**config.mk**
```make
export PLATFORM = sky130hd
export DESIGN_NAME = spectrum_bar_renderer
export DESIGN_NICKNAME = d
export VERILOG_FILES = /design/src/rtl/spectrum_bar_renderer_pkg.sv /design/src/rtl/spectrum_bar_renderer_bin_ram.sv /design/src/rtl/spectrum_bar_renderer.sv
export SDC_FILE = /design/constraint.sdc
export NUM_CORES = 1
export LEC_CHECK = 0
export CAP_MARGIN = 10
export CORE_MARGIN = 4
export CORE_UTILIZATION = 55
export CTS_BUF_LIST = sky130_fd_sc_hd__clkbuf_16
export CTS_CLUSTER_DIAMETER = 120
export DETAILED_ROUTE_END_ITERATION = 12
export GPL_TIMING_DRIVEN = 1
export PLACE_DENSITY_LB_ADDON = 0.1
export SYNTH_ARGS = -nofsm -noshare
export SYNTH_HDL_FRONTEND = slang
export SYNTH_HIERARCHICAL = 1
export SYNTH_SLANG_ARGS = --single-unit
export TNS_END_PERCENT = 5
```
**constraint.sdc**
```tcl
create_clock -name clk_pixel -period 2.5 [get_ports clk_pixel]
set_input_delay 0.5 -clock clk_pixel [delete_from_list [all_inputs] [get_ports clk_pixel]]
set_output_delay 0.5 -clock clk_pixel [all_outputs]
set_load 0.01 [all_outputs]
```
**src/rtl/spectrum_bar_renderer_pkg.sv**
```systemverilog
`default_nettype none
// ============================================================================
//  Module      : spectrum_pkg
//  Description : Shared constants, types and the colour-zone helper for the
//                spectrum bar renderer.
//  Revision    : 1.0 - initial release
// ============================================================================
package spectrum_pkg;

   // Default magnitude width and width of a bin index (64 slots >= 60 bins)
   localparam int DEF_MAG_W = 10;
   localparam int BIN_IDX_W = 6;

   // Bar colours, {R,G,B}
   localparam logic [23:0] COL_LOW  = 24'h00FF00;
   localparam logic [23:0] COL_MID  = 24'hFFFF00;
   localparam logic [23:0] COL_HIGH = 24'hFF0000;
   localparam logic [23:0] COL_BG   = 24'h000000;

   // Height thresholds (pixels above the bottom row) between colour zones
   localparam int ZONE_MID  = 400;
   localparam int ZONE_HIGH = 640;

   // Commit handshake state
   typedef enum logic [0:0] {
      CM_OPEN    = 1'b0,
      CM_PENDING = 1'b1
   } commit_state_t;

   // Colour of a lit pixel at height h above the bottom row
   function automatic logic [23:0] zone_colour(input logic [9:0] h);
      logic [23:0] col;
      if (int'(h) < ZONE_MID)
         col = COL_LOW;
      else if (int'(h) < ZONE_HIGH)
         col = COL_MID;
      else
         col = COL_HIGH;
      return col;
   endfunction

endpackage
`default_nettype wire

```
**src/rtl/spectrum_bar_renderer_bin_ram.sv**
```systemverilog
`default_nettype none
// ============================================================================
//  Module      : spectrum_bin_ram
//  Description : Dual-bank bin magnitude RAM. Simple dual-port, synchronous
//                read; the address MSB selects the bank. Only the first
//                N_BINS entries of each half are ever written. No reset so it
//                maps onto block RAM.
//  Revision    : 1.0 - initial release
// ============================================================================
module spectrum_bin_ram #(
   parameter int ADDR_W = 7,
   parameter int MAG_W  = 10
) (
   input  logic              clk,
   input  logic              i_wr_en,
   input  logic [ADDR_W-1:0] i_wr_addr,
   input  logic [MAG_W-1:0]  i_wr_data,
   input  logic [ADDR_W-1:0] i_rd_addr,
   output logic [MAG_W-1:0]  o_rd_data
);

   logic [MAG_W-1:0] r_mem [2**ADDR_W];
   logic [MAG_W-1:0] r_rd_data;

   // Write port: back bank updates from the FFT magnitude stage
   always_ff @(posedge clk) begin
      if (i_wr_en)
         r_mem[i_wr_addr] <= i_wr_data;
   end

   // Read port: front bank lookup, one cycle latency
   always_ff @(posedge clk) begin
      r_rd_data <= r_mem[i_rd_addr];
   end

   assign o_rd_data = r_rd_data;

endmodule
`default_nettype wire

```
**src/rtl/spectrum_bar_renderer.sv**
```systemverilog
`default_nettype none
// ============================================================================
//  Module      : spectrum_bar_renderer
//  Description : Renders a vertical bar-graph spectrum (one bar per bin,
//                growing upward) from video timing and pixel coordinates.
//                Two-stage pipeline; double-buffered bin RAM swapped on the
//                vsync falling edge after a commit.
//  Revision    : 1.0 - initial release
// ============================================================================
module spectrum_bar_renderer
   import spectrum_pkg::*;
#(
   parameter int N_BINS     = 60,
   parameter int BAR_W_LOG2 = 3,
   parameter int MAG_W      = DEF_MAG_W,
   parameter int H_ACTIVE   = 480,
   parameter int V_ACTIVE   = 800
) (
   input  logic                 clk_pixel,
   input  logic                 rst_n,
   input  logic                 hsync_in,
   input  logic                 vsync_in,
   input  logic                 active_in,
   input  logic [9:0]           pixel_x,
   input  logic [9:0]           pixel_y,
   input  logic                 bin_wr_valid,
   output logic                 bin_wr_ready,
   input  logic [BIN_IDX_W-1:0] bin_wr_addr,
   input  logic [MAG_W-1:0]     bin_wr_data,
   input  logic                 bin_commit,
   output logic                 hsync_out,
   output logic                 vsync_out,
   output logic                 active_out,
   output logic [23:0]          rgb,
   output logic                 frame_swapped
);

   localparam int ADDR_W  = BIN_IDX_W + 1;
   localparam int GAP_COL = (1 << BAR_W_LOG2) - 1;

   // Bars must tile the active line exactly and bins must fit the index
   generate
      if ((N_BINS * (1 << BAR_W_LOG2) != H_ACTIVE) || (N_BINS > (1 << BIN_IDX_W))) begin : g_geometry_check
         $error("spectrum_bar_renderer: bar geometry does not match H_ACTIVE");
      end
   endgenerate

   // ---------------------------------------------------------------- state
   commit_state_t          r_cm_state;
   commit_state_t          w_cm_next;
   logic                   w_swap;
   logic                   r_front_sel;
   logic                   r_front_valid;
   logic                   r_frame_swapped;

   logic                   r_s1_hsync;
   logic                   r_s1_vsync;
   logic                   r_s1_active;
   logic [9:0]             r_s1_y;
   logic [BAR_W_LOG2-1:0]  r_s1_xoff;

   logic                   r_hsync_out;
   logic                   r_vsync_out;
   logic                   r_active_out;
   logic [23:0]            r_rgb;

   // ---------------------------------------------------------------- RAM
   logic [9:0]             w_bin_full;
   logic [ADDR_W-1:0]      w_rd_addr;
   logic [ADDR_W-1:0]      w_wr_addr;
   logic                   w_wr_en;
   logic [MAG_W-1:0]       w_ram_q;
   logic                   w_unused_bin;

   assign w_bin_full   = pixel_x >> BAR_W_LOG2;
   assign w_rd_addr    = {r_front_sel, w_bin_full[BIN_IDX_W-1:0]};
   assign w_unused_bin = ^w_bin_full[9:BIN_IDX_W];

   // Writes always land in the back bank; out-of-range bins are swallowed
   assign bin_wr_ready = (r_cm_state == CM_OPEN);
   assign w_wr_en      = bin_wr_valid && bin_wr_ready && (int'(bin_wr_addr) < N_BINS);
   assign w_wr_addr    = {~r_front_sel, bin_wr_addr};

   spectrum_bin_ram #(
      .ADDR_W (ADDR_W),
      .MAG_W  (MAG_W)
   ) u_bin_ram (
      .clk       (clk_pixel),
      .i_wr_en   (w_wr_en),
      .i_wr_addr (w_wr_addr),
      .i_wr_data (bin_wr_data),
      .i_rd_addr (w_rd_addr),
      .o_rd_data (w_ram_q)
   );

   // ---------------------------------------------------------------- commit / swap
   // r_s1_vsync is the registered vsync_in, so this is its 1->0 edge
   logic w_vs_fall;
   assign w_vs_fall = r_s1_vsync & ~vsync_in;

   // Commit state register
   always_ff @(posedge clk_pixel or negedge rst_n) begin
      if (!rst_n)
         r_cm_state <= CM_OPEN;
      else
         r_cm_state <= w_cm_next;
   end

   // Commit next-state: latch a commit, release it at the next vsync edge
   always_comb begin
      w_cm_next = r_cm_state;
      w_swap    = 1'b0;
      case (r_cm_state)
         CM_OPEN: begin
            if (bin_commit)
               w_cm_next = CM_PENDING;
         end
         CM_PENDING: begin
            if (w_vs_fall) begin
               w_swap    = 1'b1;
               w_cm_next = CM_OPEN;
            end
         end
         default: w_cm_next = CM_OPEN;
      endcase
   end

   // Front bank selection, validity and the swap pulse
   always_ff @(posedge clk_pixel or negedge rst_n) begin
      if (!rst_n) begin
         r_front_sel     <= 1'b0;
         r_front_valid   <= 1'b0;
         r_frame_swapped <= 1'b0;
      end else begin
         r_frame_swapped <= w_swap;
         if (w_swap) begin
            r_front_sel   <= ~r_front_sel;
            r_front_valid <= 1'b1;
         end
      end
   end

   // ---------------------------------------------------------------- stage 1
   // Stage 1: align timing and coordinates with the RAM read
   always_ff @(posedge clk_pixel or negedge rst_n) begin
      if (!rst_n) begin
         r_s1_hsync  <= 1'b1;
         r_s1_vsync  <= 1'b1;
         r_s1_active <= 1'b0;
         r_s1_y      <= '0;
         r_s1_xoff   <= '0;
      end else begin
         r_s1_hsync  <= hsync_in;
         r_s1_vsync  <= vsync_in;
         r_s1_active <= active_in;
         r_s1_y      <= pixel_y;
         r_s1_xoff   <= pixel_x[BAR_W_LOG2-1:0];
      end
   end

   // ---------------------------------------------------------------- stage 2
   logic [9:0]       w_h;
   logic [MAG_W-1:0] w_mag;
   logic             w_lit;
   logic [23:0]      w_colour;

   // Height above the bottom row; only meaningful while active
   assign w_h      = 10'(V_ACTIVE - 1) - r_s1_y;
   assign w_mag    = r_front_valid ? w_ram_q : '0;
   assign w_lit    = r_s1_active && (int'(r_s1_xoff) != GAP_COL) && (int'(w_h) < int'(w_mag));
   assign w_colour = zone_colour(w_h);

   // Stage 2: colour decision and the matching sync/active delay
   always_ff @(posedge clk_pixel or negedge rst_n) begin
      if (!rst_n) begin
         r_hsync_out  <= 1'b1;
         r_vsync_out  <= 1'b1;
         r_active_out <= 1'b0;
         r_rgb        <= COL_BG;
      end else begin
         r_hsync_out  <= r_s1_hsync;
         r_vsync_out  <= r_s1_vsync;
         r_active_out <= r_s1_active;
         r_rgb        <= w_lit ? w_colour : COL_BG;
      end
   end

   assign hsync_out     = r_hsync_out;
   assign vsync_out     = r_vsync_out;
   assign active_out    = r_active_out;
   assign rgb           = r_rgb;
   assign frame_swapped = r_frame_swapped;

endmodule
`default_nettype wire

```
==> results.txt <==
----------------------------------------------------
[Logic synthesis]
  Average cell area after synthesis ... 23.93 sq um
  Synth unique cells ... 43
  Synth Register Bits ... 1,315
  Share of synthesized flip-flops with an asynchronous set or reset ... 1.901%
  Cell area after synthesis ... just over 0.05 sq mm
  Syn Inst Count ... 2,116
  Count of flip-flops with a built-in enable after synthesis ... roughly 1,300
  Part of the Yosys area used for sequential elements ... between 70% and 80%
  Prevailing post-synth register cell ... edfxtp_1
  Ys Warns ... 6

[Layout]
  Highest-count cells in the layout ignoring fill and taps ... 1,280 x edfxtp_1, 420 x mux4_2, 257 x buf_4
  Final-stage net count ... 2,558
  Proportion of layout cells with a drive suffix above 1 ... a little over a third
  Fillers ... 5,844
  Most common cell after layout, fill and taps aside ... edfxtp_1
  Utilization after layout ... 65.04%
  Storage cell area ... 0.03927 sq mm
  Area added between synthesis and finish ... 17.56%
  Number of inserted diodes ... 0
  Multi-input logic area ... 0.01074 sq mm

[Drt]
  Total iterations of the first detailed-routing run ... 6
  Count of vias placed by the detailed router ... 24,030
  Remaining routing DRC violations ... 0
  Post-detailed-route wirelength per cell ... 32.00 microns
  Initial DRC count ... 2,935
  Vias per std cell ... around 6.3
  Final antenna-violating net count ... 0
  Post-Route WL ... 121,400 microns

[Floorplan]
  I/O pin count ... 72
  Die span in y ... 311.4 microns
  Count of standard-cell rows ... 111
  Core region area ... 0.09152 sq mm
  Area enclosed by the die boundary ... 0.09698 sq mm
  Starting Density ... 55.32%
  Die width ... 311.4 microns

[Power and ir drop]
  Largest voltage drop on the vdd net ... 589.6 uV
  Power Dens Cells ... 787.1 mW/mm^2
  Leakage power figure ... 19.34 nW

[CTS]
  Clock latency on the worst-skew pair ... ~0.73 ns
  Number of post-CTS setup repair buffers ... 0
  TritonCTS clock tree ... yes
  CTS clock-pin slew for the worst setup and hold paths ... 0.06 ns
  H-tree depth reported by CTS ... 4
  Clk root buf ... clkbuf_16
  Number of buffers inserted during clock tree synthesis ... 137
  Sinks on the clock net ... 1,315
  Number of buffers between clock root and the deepest sink ... 3

[Worst setup path]
  Crit Path Class ... in -> reg
  Critical path's largest stage delay ... about 0.57 ns
  Critical path startpoint category ... input port
  Launch point of the critical path ... pixel_x[3]
  Worst reg2reg startpoint ... u_bin_ram/r_mem[79][6]$_DFFE_PP_
  Endpoint class of the critical path ... register
  Critical Path, Cell by Cell ... buf_8 -> buf_12 -> buf_12 -> mux4_2 -> mux4_2 -> mux4_2 -> mux2_2
  Register-to-Register Setup Slack ... 0.04 ns
  Critical path peak fanout ... 19
  Arrival time worst endpoint ... 3.12 ns
  Destination of the worst register-to-register timing path ... u_bin_ram/o_rd_data[6]$_DFF_P_
  Most repeated library cell on the critical path ... mux4_2
  Number of cells traversed by the worst register-to-register path ... 4
  Required arrival time at the worst endpoint ... 3.12 ns
  Slowest cell on the critical path ... mux4_2

[Status]
  Result of the run ... complete, no violations

[STA]
  Clock period minus final worst setup slack ... 2.499 ns
  RSZ-0062 raised after global routing ... yes
  Number of slew-limit violations in the final report ... 0
  Maximum frequency from static timing analysis ... around 0.40 GHz
  Period utilization ... 99.96%
  Number of hold violations in the final report ... 0
  Hold Slack ... 0.04227 ns
  Worst slew margin relative to its limit ... 43.04%
  Tightest Pin Transition ... 0.8517 ns
  Total setup violations reported at the end of the flow ... 0
  Worst Clk Skew ... approximately 0.028 ns
  Setup tns final ... 0 ns

[Place]
  Placed wire-length estimate after detailed placement ... 77,060 microns
  Total of buffers placed on input and output ports ... 62
  RePlAce Congestion ... 0.8021

[Hold path]
  Hold-critical path depth ... 1
  Endpoint of the worst hold path ... u_bin_ram/r_mem[0][6]$_DFFE_PP_
  Origin of the worst min-delay path ... bin_wr_data[6]
  Worst min path class ... in -> reg

[Global route]
  Global-route wire length before repair ... 176,600 microns
  All-layer global routing usage ... 25.57%
  Maximum number of pins on one net before global-route repair ... between 100 and 150
  Remaining global-route overflow ... 0
  Antenna violations before repair ... 5
  Vias in the first global route ... between 20,000 and 25,000

[Job]
  Max capacitance violation total ... 0

----------------------------------------------------
-- routing by layer --
| metal | GRT usage (%) | wire length, microns |
|---|---|---|
| met5 | 0 | 16 |
| met4 | 8.252 | 3776 |
| met3 | 6.757 | 11800 |
| met2 | 38.72 | 57280 |
| met1 | 37.19 | 48530 |
-- worst max path at each step --
| stage | to | slack (ns) | cells after the start |
|---|---|---|---|
| floorplan | u_bin_ram/o_rd_data[0]$_DFF_P_ | -0.21 | 7 |
| global placement | u_bin_ram/o_rd_data[3]$_DFF_P_ | -0.76 | 7 |
| detailed placement | u_bin_ram/o_rd_data[5]$_DFF_P_ | -0.73 | 7 |
| CTS | rgb[15]$_DFF_PN0_ | 0.01 | 10 |
| global route | u_bin_ram/o_rd_data[5]$_DFF_P_ | -0.01 | 7 |
| finish | u_bin_ram/o_rd_data[3]$_DFF_P_ | 0.001 | 7 |
-- critical path, delay by kind of cell --
family	cells	cell delay (ns)
buffers and inverters	3	0.61
multiplexers	4	1.95
-- stage by stage --
stage | instance area, sq um | power, W | instances | worst slack, ns
finish | 59520 | 0.04685 | 3794 | 0.0009890
floorplan | 51080 | 0.02661 | 2123 | -0.2082
global placement | 55310 | 0.02815 | 3553 | -0.7613
CTS | 59520 | 0.04720 | 3794 | 0.01154
detailed placement | 55310 | 0.02820 | 3553 | -0.7294
global route | 59520 | 0.04836 | 3794 | -0.01401
-- sequential cells by signal, summed over array words and instances (netlist names), 2 cells and up --
| register | count |
|---|---|
| u_bin_ram/o_rd_data | 10 |
| r_s1_y | 10 |
| rgb | 2 |
| r_s1_xoff | 3 |
| u_bin_ram/r_mem | 1280 |
-- cell families (layout without fill, tap and decap cells) --
| family | Yosys count | count (layout) | share of synthesized area [%] |
|---|---|---|---|
| buffers and inverters | 142 | 627 | 1.305 |
| adder cells (fa/ha/maj) | 9 | 9 | 0.2224 |
| XOR/XNOR | 3 | 3 | 0.05190 |
| AO/OA/AOI/OAI | 15 | 15 | 0.2471 |
| multiplexers | 430 | 430 | 18.90 |
| other | 1 | 8 | 0.007406 |
| flip-flops | 1315 | 1315 | 77.55 |
| AND/OR/NAND/NOR | 201 | 201 | 1.710 |
-- cell type report --
type                       count  share of cell area, %
sequential                  1315                  65.97
multi-input combinational    666                  18.04
timing repair buffer         375                  6.361
clock buffer                 141                  5.928
tap                         1186                  2.493
clock inverter               100                  1.146
inverter                      11                0.06937
-- power by group --
group	internal [W]	total [W]	leakage (nW)	switching (W)
sequential	0.0243	0.0245	11.9	0.000139
combinational	0.00148	0.00327	5.27	0.00179
clock	0.0112	0.0191	2.20	0.00796
-- synth_stat cells, types with 2 or more instances --
cell,instances,area [sq um]
nand2_1,25,93.84
buf_1,4,15.01
dfstp_2,4,105.1
dfxtp_1,10,200.2
or3_1,3,18.77
buf_4,23,172.7
o21ai_0,2,10.01
dfrtp_1,21,525.5
edfxtp_1,1280,38440
inv_1,11,41.29
nand3_1,12,60.06
ha_1,9,112.6
nand2b_1,4,25.02
clkbuf_1,71,266.5
nor2b_1,7,43.79
buf_2,33,165.2
a221oi_1,2,17.52
nand4_1,6,37.54
mux4_2,420,9459
a21oi_1,2,10.01
xnor2_1,2,17.52
nor2_1,127,476.7
nor3_1,9,45.04
mux2_2,10,112.6
-- repair_timing --
item,in CTS,in global routing
hold buffers,0,0
cloned,0,0
endpoints found under the setup margin,1,5
pin swaps,0,1
resized for setup,1,3
No activity file was read; power rests on OpenSTA's default activity.
